==> config.mk <==
export PLATFORM = sky130hd
export DESIGN_NAME = seg_scan_controller
export DESIGN_NICKNAME = d
export VERILOG_FILES = /design/src/rtl/seg_disp_pkg.sv /design/src/rtl/hex_to_seg7.sv /design/src/rtl/seg_scan_controller.sv
export SDC_FILE = /design/constraint.sdc
export NUM_CORES = 1
export LEC_CHECK = 0
export ABC_AREA = 1
export ABC_CLOCK_PERIOD_IN_PS = 2900
export CAP_MARGIN = 20
export CORE_MARGIN = 1
export CORE_UTILIZATION = 50
export DETAILED_ROUTE_END_ITERATION = 7
export GPL_ROUTABILITY_DRIVEN = 0
export PLACE_DENSITY = 0.75
export SLEW_MARGIN = 25
export SYNTH_ARGS = -nofsm -noshare
export SYNTH_HDL_FRONTEND = slang
export SYNTH_HIERARCHICAL = 1
export SYNTH_SLANG_ARGS = --single-unit
==> constraint.sdc <==
create_clock -name clk -period 2.9 [get_ports clk]
set_input_delay 0.58 -clock clk [delete_from_list [all_inputs] [get_ports clk]]
set_output_delay 0.58 -clock clk [all_outputs]
set_load 0.02 [all_outputs]
==> src/rtl/seg_disp_pkg.sv <==
// Shared types and constants for the segment-display scan datapath.
// Segment vectors are ordered {g,f,e,d,c,b,a}, so bit 0 is segment a.
package seg_disp_pkg;

  typedef enum logic [1:0] {
    ST_IDLE  = 2'd0,
    ST_BLANK = 2'd1,
    ST_DRIVE = 2'd2
  } scan_state_t;

  localparam int SEG_WIDTH = 7;
  localparam int SEG_A = 0;
  localparam int SEG_B = 1;
  localparam int SEG_C = 2;
  localparam int SEG_D = 3;
  localparam int SEG_E = 4;
  localparam int SEG_F = 5;
  localparam int SEG_G = 6;

  // High-true patterns for hex digits 0..F
  localparam logic [SEG_WIDTH-1:0] SEG7_TABLE [16] = '{
    7'h3F, 7'h06, 7'h5B, 7'h4F, 7'h66, 7'h6D, 7'h7D, 7'h07,
    7'h7F, 7'h6F, 7'h77, 7'h7C, 7'h39, 7'h5E, 7'h79, 7'h71
  };

endpackage

==> src/rtl/hex_to_seg7.sv <==
// Combinational hex nibble to seven-segment decode (high-true, {g,f,e,d,c,b,a}).
module hex_to_seg7
  import seg_disp_pkg::*;
(
  input  logic [3:0]           hex,
  output logic [SEG_WIDTH-1:0] seg
);

  assign seg = SEG7_TABLE[hex];

endmodule

==> src/rtl/seg_scan_controller.sv <==
// Time-multiplexed digit scanner with frame-aligned shadow data, per-slot blanking
// interval, optional leading-zero suppression and selectable output polarity.
module seg_scan_controller
  import seg_disp_pkg::*;
#(
  parameter int NUM_DIGITS   = 8,
  parameter int SLOT_CYCLES  = 50000,
  parameter int BLANK_CYCLES = 500,
  parameter int ACTIVE_LOW   = 1
) (
  input  logic                    clk,
  input  logic                    reset,
  input  logic                    enable,
  input  logic                    lz_blank,
  input  logic                    load,
  input  logic [4*NUM_DIGITS-1:0] data_in,
  input  logic [NUM_DIGITS-1:0]   dp_in,
  output logic [SEG_WIDTH-1:0]    seg_out,
  output logic                    dp_out,
  output logic [NUM_DIGITS-1:0]   digit_sel,
  output logic                    frame_done
);

  localparam int DW = 4 * NUM_DIGITS;
  localparam int CW = $clog2(SLOT_CYCLES);
  localparam int IW = (NUM_DIGITS > 1) ? $clog2(NUM_DIGITS) : 1;
  localparam logic [CW-1:0] BLANK_LAST = CW'(BLANK_CYCLES - 1);
  localparam logic [CW-1:0] SLOT_LAST  = CW'(SLOT_CYCLES - 1);
  localparam logic [IW-1:0] IDX_LAST   = IW'(NUM_DIGITS - 1);
  localparam logic          POL        = (ACTIVE_LOW != 0);

  scan_state_t state_reg, state_next;
  logic [CW-1:0] cnt_reg, cnt_next;
  logic [IW-1:0] idx_reg, idx_next;

  logic [DW-1:0]         active_data_reg, pend_data_reg;
  logic [NUM_DIGITS-1:0] active_dp_reg, pend_dp_reg;
  logic                  pend_reg;

  logic [SEG_WIDTH-1:0]  seg_reg, seg_next;
  logic                  dp_reg, dp_next;
  logic [NUM_DIGITS-1:0] sel_reg, sel_next;
  logic                  frame_done_reg, frame_done_next;

  logic                  boundary;
  logic                  drive_on;
  logic                  lz_hide;
  logic [3:0]            cur_nibble;
  logic [SEG_WIDTH-1:0]  seg_dec;
  logic [NUM_DIGITS:0]   zero_from;
  logic [NUM_DIGITS-1:0] sel_onehot;

  // Slot counter runs continuously 0..SLOT_CYCLES-1; the first BLANK_CYCLES are the off interval
  always_comb begin
    state_next = state_reg;
    cnt_next   = cnt_reg;
    idx_next   = idx_reg;
    if (!enable) begin
      state_next = ST_IDLE;
      cnt_next   = '0;
      idx_next   = '0;
    end else begin
      case (state_reg)
        ST_IDLE: begin
          state_next = ST_BLANK;
          cnt_next   = '0;
          idx_next   = '0;
        end
        ST_BLANK: begin
          cnt_next = cnt_reg + 1'b1;
          if (cnt_reg == BLANK_LAST) begin
            state_next = ST_DRIVE;
          end
        end
        ST_DRIVE: begin
          if (cnt_reg == SLOT_LAST) begin
            cnt_next   = '0;
            state_next = ST_BLANK;
            idx_next   = (idx_reg == IDX_LAST) ? '0 : idx_reg + 1'b1;
          end else begin
            cnt_next = cnt_reg + 1'b1;
          end
        end
        default: begin
          state_next = ST_IDLE;
          cnt_next   = '0;
          idx_next   = '0;
        end
      endcase
    end
  end

  assign boundary = (state_next == ST_BLANK) && (state_reg != ST_BLANK) && (idx_next == '0);

  always_ff @(posedge clk) begin
    if (!reset) begin
      state_reg <= ST_IDLE;
      cnt_reg   <= '0;
      idx_reg   <= '0;
    end else begin
      state_reg <= state_next;
      cnt_reg   <= cnt_next;
      idx_reg   <= idx_next;
    end
  end

  // Active data only changes on a frame boundary, so a frame is never torn
  always_ff @(posedge clk) begin
    if (!reset) begin
      active_data_reg <= '0;
      active_dp_reg   <= '0;
      pend_data_reg   <= '0;
      pend_dp_reg     <= '0;
      pend_reg        <= 1'b0;
    end else if (boundary) begin
      if (load) begin
        active_data_reg <= data_in;
        active_dp_reg   <= dp_in;
      end else if (pend_reg) begin
        active_data_reg <= pend_data_reg;
        active_dp_reg   <= pend_dp_reg;
      end
      pend_reg <= 1'b0;
    end else if (load) begin
      pend_data_reg <= data_in;
      pend_dp_reg   <= dp_in;
      pend_reg      <= 1'b1;
    end
  end

  // zero_from[i] is set when nibbles i..NUM_DIGITS-1 are all zero
  assign zero_from[NUM_DIGITS] = 1'b1;
  generate
    for (genvar gi = 0; gi < NUM_DIGITS; gi++) begin : g_digit
      assign zero_from[gi]  = (active_data_reg[4*gi +: 4] == 4'h0) && zero_from[gi+1];
      assign sel_onehot[gi] = (idx_reg == IW'(gi));
    end
  endgenerate

  assign cur_nibble = active_data_reg[{idx_reg, 2'b00} +: 4];

  hex_to_seg7 u_hex_to_seg7 (
    .hex (cur_nibble),
    .seg (seg_dec)
  );

  assign drive_on = enable && (state_reg == ST_DRIVE);
  assign lz_hide  = lz_blank && (idx_reg != '0) && zero_from[idx_reg];

  always_comb begin
    seg_next        = (drive_on && !lz_hide) ? seg_dec : '0;
    dp_next         = drive_on && active_dp_reg[idx_reg];
    sel_next        = drive_on ? sel_onehot : '0;
    frame_done_next = enable && (state_reg == ST_DRIVE) && (cnt_reg == SLOT_LAST)
                      && (idx_reg == IDX_LAST);
  end

  // Polarity is folded in at the output registers
  always_ff @(posedge clk) begin
    if (!reset) begin
      seg_reg        <= {SEG_WIDTH{POL}};
      dp_reg         <= POL;
      sel_reg        <= {NUM_DIGITS{POL}};
      frame_done_reg <= 1'b0;
    end else begin
      seg_reg        <= seg_next ^ {SEG_WIDTH{POL}};
      dp_reg         <= dp_next ^ POL;
      sel_reg        <= sel_next ^ {NUM_DIGITS{POL}};
      frame_done_reg <= frame_done_next;
    end
  end

  assign seg_out    = seg_reg;
  assign dp_out     = dp_reg;
  assign digit_sel  = sel_reg;
  assign frame_done = frame_done_reg;

endmodule

=== Word-level counts from Yosys, hierarchy flattened ===
Memories as Yosys holds them, arrays and structs flattened.
Cells that the tools add are included.

* Flip-flop bits (word level): 119
* Memory bits (read-only): 112
* Input bits: 45
* Output and inout bits: 17
* Logic and storage cells: 94
* Memories kept: 1

{| class="wikitable"
|+ Memory list
! name !! depth !! width !! read ports !! clocked after memory_dff !! wr ports !! RTL line !! RTL
|-
| (no name shown) || 16 || 7 || 1 || 0 || 0 || hex_to_seg7.sv:9 || <nowiki>assign seg = SEG7_TABLE[hex];</nowiki>
|}

* $add $sub $neg: 2
* Order comparisons: 3
* Equality and inequality tests: 13
* Shifts and indexed selects: 1
* Multiplexer cells: 22
* Bitwise logic cells: 6
* Reductions and logical operators: 34

{| class="wikitable"
|+ Operators by type and width
! kind !! number
|-
| 2-to-1 mux 32 bit || 2
|-
| logical NOT 4 bit || 8
|-
| case mux 16 bit (2 select lines) || 1
|-
| indexed part select 32 x 6 -> 4 bit || 1
|-
| 2-to-1 mux 8 bit || 3
|-
| 2-to-1 mux 7 bit || 3
|-
| adder 16 x 1 -> 16 bit (second input constant) || 1
|-
| equality test 16 bit (second input constant) || 1
|-
| equality test 16 x 9 -> 1 bit (second input constant) || 1
|-
| logical AND 1 bit || 16
|-
| 2-to-1 mux 16 bit || 1
|-
| equality test 3 bit (second input constant) || 4
|-
| 2-to-1 mux 3 bit || 3
|-
| inverter 8 bit || 1
|-
| inverter 7 bit || 1
|-
| binary-select mux 1 bit (select 3 bit) || 2
|-
| equality test 3 x 2 -> 1 bit (second input constant) || 2
|-
| logical NOT 3 bit || 2
|-
| 2-to-1 mux 2 bit || 3
|-
| case mux 2 bit (3 select lines) || 1
|-
| case mux 3 bit (2 select lines) || 1
|-
| AND reduction 2 bit || 3
|-
| greater-or-equal comparator 5 bit (second input constant) || 1
|-
| < comparator 3 x 5 -> 1 bit (second input constant) || 1
|-
| 14 further kinds || 18
|}

=== Logic depth before layout (Yosys ltp) ===
* Depth after elaboration: 15
* Mapped depth: 16
* Mapped depth without buffers: 15

=== Modules after synthesis ===
Netlist, hierarchy kept.

{| class="wikitable"
|+ By module, submodules not included
! module !! times used !! cells an instance !! area an instance (µm²) !! sequential area each (µm²)
|-
| seg_scan_controller || 1 || 893 || 5894.4 || 2382.3
|-
| hex_to_seg7 || 1 || 52 || 270.3 || 0.0
|}

=== Worst setup path after synthesis ===
No wires, ideal clock.

* Path type: reg2reg
* Start point: register idx_reg[0]
* End point: register pend_data_reg[10]
* Setup time: 0.113 ns
* Arrival: 2.245 ns
* Required time: 2.787 ns
* Path slack: 0.542 ns
* Stages on the path, launching flop included: 15
* Buffers on the path: 3
* Period minus slack after synthesis: 2.358 ns
* Cells stage by stage: dfxtp_1 > buf_2 > clkinv_1 > clkbuf_1 > ha_1 > nand3b_1 > nand3_1 > nand2_1 > a21oi_2 > nand3_2 > nand2_8 > buf_8 > nand2_2 > nand2_1 > nor2_1

* Word-level cells in the longest chain between the ends: 9
* Elaborated cells on any way between the ends: 10
* Those cells by class: add/sub: 1; eq/ne: 1; mux: 4; bitwise: 1; reduce/logical: 3

{| class="wikitable"
|+ Ends and longest elaborated chain
! element !! RTL line !! RTL
|-
| from (decl) || seg_scan_controller.sv:34 || <nowiki>logic [IW-1:0] idx_reg, idx_next;</nowiki>
|-
| from (signal assigned) || seg_scan_controller.sv:103 || <nowiki>idx_reg <= idx_next;</nowiki>
|-
| adder 3 x 1 -> 3 bit / equality test 3 bit (equally long branches) || seg_scan_controller.sv:79 || <nowiki>idx_next = (idx_reg == IDX_LAST) ? '0 : idx_reg + 1'b1;</nowiki>
|-
| 2-to-1 mux 3 bit || seg_scan_controller.sv:79 ||
|-
| 2-to-1 mux 3 bit || seg_scan_controller.sv:76 || <nowiki>if (cnt_reg == SLOT_LAST) begin</nowiki>
|-
| case mux 3 bit (2 select lines) * || seg_scan_controller.sv:63 || <nowiki>case (state_reg)</nowiki>
|-
| 2-to-1 mux 3 bit * || seg_scan_controller.sv:58 || <nowiki>if (!enable) begin</nowiki>
|-
| logical NOT 3 bit * || seg_scan_controller.sv:93 || <nowiki>assign boundary = (state_next == ST_BLANK) && (state_reg != ST_BLANK) && (idx_next == '0);</nowiki>
|-
| logical AND 1 bit * || seg_scan_controller.sv:93 ||
|-
| inverter 1 bit (no source line) * || - ||
|-
| AND reduction 2 bit (no source line) * || - ||
|-
| to (signal assigned) || seg_scan_controller.sv:125 || <nowiki>pend_data_reg <= data_in;</nowiki>
|-
| to (decl) || seg_scan_controller.sv:36 || <nowiki>logic [DW-1:0] active_data_reg, pend_data_reg;</nowiki>
|}

Every way passes the cells marked *; elsewhere a longest branch is shown, timed or not.
A chain may end at the register's enable or synchronous reset.

=== Worst setup path after layout ===
* Start point: register idx_reg[0]
* End point: register pend_dp_reg[3]

* Word-level cells in the longest chain between the ends: 9
* Elaborated cells on any way between the ends: 10
* Those cells by class: add/sub: 1; eq/ne: 1; mux: 4; bitwise: 1; reduce/logical: 3

{| class="wikitable"
|+ Ends and longest elaborated chain
! element !! RTL line !! RTL
|-
| adder 3 x 1 -> 3 bit / equality test 3 bit (equally long branches) || seg_scan_controller.sv:79 ||
|-
| 2-to-1 mux 3 bit || seg_scan_controller.sv:79 ||
|-
| 2-to-1 mux 3 bit || seg_scan_controller.sv:76 ||
|-
| case mux 3 bit (2 select lines) * || seg_scan_controller.sv:63 ||
|-
| 2-to-1 mux 3 bit * || seg_scan_controller.sv:58 ||
|-
| logical NOT 3 bit * || seg_scan_controller.sv:93 ||
|-
| logical AND 1 bit * || seg_scan_controller.sv:93 ||
|-
| inverter 1 bit (no source line) * || - ||
|-
| AND reduction 2 bit (no source line) * || - ||
|-
| to (signal assigned) || seg_scan_controller.sv:126 || <nowiki>pend_dp_reg <= dp_in;</nowiki>
|-
| to (decl) || seg_scan_controller.sv:37 || <nowiki>logic [NUM_DIGITS-1:0] active_dp_reg, pend_dp_reg;</nowiki>
|}

Marked as above.

==> impl_metrics.yaml <==
outcome:
  status: "finished clean"
setup_path:
  required_ns: 3.21
  rrSetupSlack_ns: 0.45
  end_kind: "register"
  r2r_end: "pend_dp_reg[3]$_SDFFE_PN0P_"
  crit_type: "register to register"
  r2r_cells: 12
  crit_fanout: 32
  cp.arrival_ns: 2.76
  crit_path_end: "pend_dp_reg[3]$_SDFFE_PN0P_"
  startpoint: "idx_reg[0]$_SDFF_PN0_"
  reg2reg_from: "idx_reg[0]$_SDFF_PN0_"
  cp-start-kind: "register"
placement:
  hpwl_um: 8424
  io_buffers: 61
  post-place-cells: 1122
synth:
  ys_seq_area_share_pct: 38.64
  syn_area_per_cell_sq_um: 6.523
  synth_top_area_share_pct: 38.64
  synth-edff-count: 0
  synth_nets: 1008
  synth.distinct_cells: 38
  ys_ff_latch: 119
  synth.area.top_cells: "dfxtp_1 (39%), nand2_1 (15%), nor2_1 (12%)"
  ys.flop_type: "dfxtp_1"
  synth_area_sq_um: 6165
  synthArstFlopShare_pct: 0
  yosysWarnings: 6
  synth_area_leader_cell: "dfxtp_1"
  synthCells: 945
clock_tree:
  cts_root_buf: "clkbuf_16"
  hold_buffers: 0
  clk-insertion-delay-late_ns: 0.42
  cts_max_level: 4
  cts_setup_buffers: 0
  cts_resized: 0
  numCtsBuffers: 17
  clockBufferDepth: 2
  path_clk_slew_ns: 0.05
  cts_tree: "done"
  clock_sinks: 119
sta:
  clock.fmax_mhz: 407.5
  fin_skew_ns: 0.006024
  finalCritPeriodShare_pct: 84.61
  fin_crit_ns: 2.454
  drv_slew: 0
  rsz0062_at_grt: "false"
  tightest_slew_ns: 0.9111
  relSlewSlack_pct: 39.26
  hold_violations: 0
  timing.setup.tns_ns: 0
  finalSetupViolations: 0
detailed_routing:
  drt-total-wl_um: 12320
  first_pass_iters: 5
  drc: 0
  vias: 5531
  drt-initial-drc-count: 327
  via_per_inst: 4.797
  post_drt_wl_per_cell_um: 10.68
  ant_nets: 0
power:
  ir_drop_v: 0.0003750
  leakage_nw: 3.499
  p_total_mw: 4.219
  power.density_nw_per_um2: 573.1
grt:
  grt_overflow_total: 0
  grt_pass1_vias: 5075
  grt_util_all_layers_pct: 21.60
  antenna_found_initial: 0
  grt_pass1_wl_um: 22140
  grt_max_degree: 90
die:
  dieArea_sq_um: 12780
  num_rows: 40
  die_h_um: 113.0
  die_w_um: 113.0
  core_area_sq_um: 12010
  boundaryPins: 62
  initial_utilization_pct: 51.32
min_path:
  hold_class: "register to register"
final_layout:
  fin_cells: 1153
  antenna_cells: 0
  final_layout_size_suffix_gt1_share_pct: 8.648
  final_core_util_pct: 61.29
  regArea_sq_um: 2382
  nNetsFinal: 1057
  num-fill-cells: 1110
  area_growth_pct: 19.42
  multiInputGateArea_sq_um: 3078
run:
  maxCapViolCount: 0
cell usage after synthesis (2+ instances only):
cell      count
nor3_1        8
nor2_1      202
a221oi_1      3
xnor2_1       2
nand4_1       6
a21oi_1      23
nand3_1      27
nand3_2       3
a31oi_1       6
nand2_2      35
clkbuf_1     20
buf_2        14
nor3b_1       2
dfxtp_1     119
ha_1         18
inv_1       113
nor2_4        2
o21ai_0      65
xor2_1        2
nand2_1     251
buf_8         7
worst max-delay path, stage by stage (launching register included):
cell      delay [ns]
dfxtp_1         0.44
clkinv_1        0.19
ha_1            0.33
nand3b_1        0.16
nand3_1         0.09
nand2_1         0.08
a21oi_2         0.22
nand3_2         0.17
nand2_8         0.24
buf_12          0.23
nand2_1         0.07
nand2_1         0.06
nor2_1          0.05
how the worst min path moves through the flow:
stage,startpoint,to,slack [ns],depth (start not counted)
6_report,cnt_reg[0]$_SDFF_PN0_,cnt_reg[0]$_SDFF_PN0_,0.45,1
5_1_grt,cnt_reg[0]$_SDFF_PN0_,cnt_reg[0]$_SDFF_PN0_,0.49,1
3_3_place_gp,cnt_reg[0]$_SDFF_PN0_,cnt_reg[0]$_SDFF_PN0_,0.43,1
3_5_place_dp,cnt_reg[0]$_SDFF_PN0_,cnt_reg[0]$_SDFF_PN0_,0.44,1
4_1_cts,cnt_reg[0]$_SDFF_PN0_,cnt_reg[0]$_SDFF_PN0_,0.45,1
2_1_floorplan,cnt_reg[0]$_SDFF_PN0_,cnt_reg[0]$_SDFF_PN0_,0.42,1
power breakdown:
part	total (mW)	internal, mW	switching, mW	leakage [nW]
logic	0.543	0.214	0.329	2.25
clock network	1.91	1.24	0.672	0.274
registers	1.76	1.73	0.0318	0.976
placed cells by master (no fill, tap or decap), types with 17 or more instances in the layout:
cell	count
inv_1	113
nand3_1	27
o21ai_0	65
dfxtp_1	119
clkdlybuf4s50_1	59
nor2_1	202
nand2_1	251
a21oi_1	23
clkbuf_16	17
nand2_2	35
ha_1	18
area by class of cell:
class	instances	share of cell area (%)
Timing Repair Buffer	74	9.993
Inverter	115	5.863
Clock buffer	29	7.342
Clock inverter	2	0.1360
Sequential cell	119	32.36
Tap cell	147	2.498
Multi-Input combinational cell	667	41.81
logic make-up (layout without fill, tap and decap cells):
| kind of cell | after synthesis | count (layout) | share of synthesized area (%) |
|---|---|---|---|
| AOI/OAI and AO/OA | 102 | 102 | 8.829 |
| xor gates and xnor gates | 4 | 4 | 0.5684 |
| adders and majority gates | 18 | 18 | 3.653 |
| buffers and inverters | 159 | 220 | 11.43 |
| DFF | 119 | 119 | 38.64 |
| and+or+nand+nor | 543 | 543 | 36.88 |
stage by stage:
stage	hold slack (ns)	cell area, sq um	worst slack (ns)
CTS	0.4536	7362	0.4413
detailed placement	0.4449	6812	0.3582
global route	0.4877	7362	0.2028
global placement	0.4311	6812	0.3797
floorplan	0.4175	6165	0.5422
finish	0.4514	7362	0.4463
layer usage:
metal | part of all wire (%) | routed length, um | vias to the layer above | track usage (%)
met1 | 48 | 5970 | 2408 | 27.64
met3 | 4.6 | 571 | 16 | 5.624
met4 | 1.7 | 206 | 0 | 8.333
met5 | 0 | 0 | - | 0
li1 | - | - | 2982 | -
met2 | 45 | 5570 | 125 | 34.89
(Power assumes the default switching activity.)
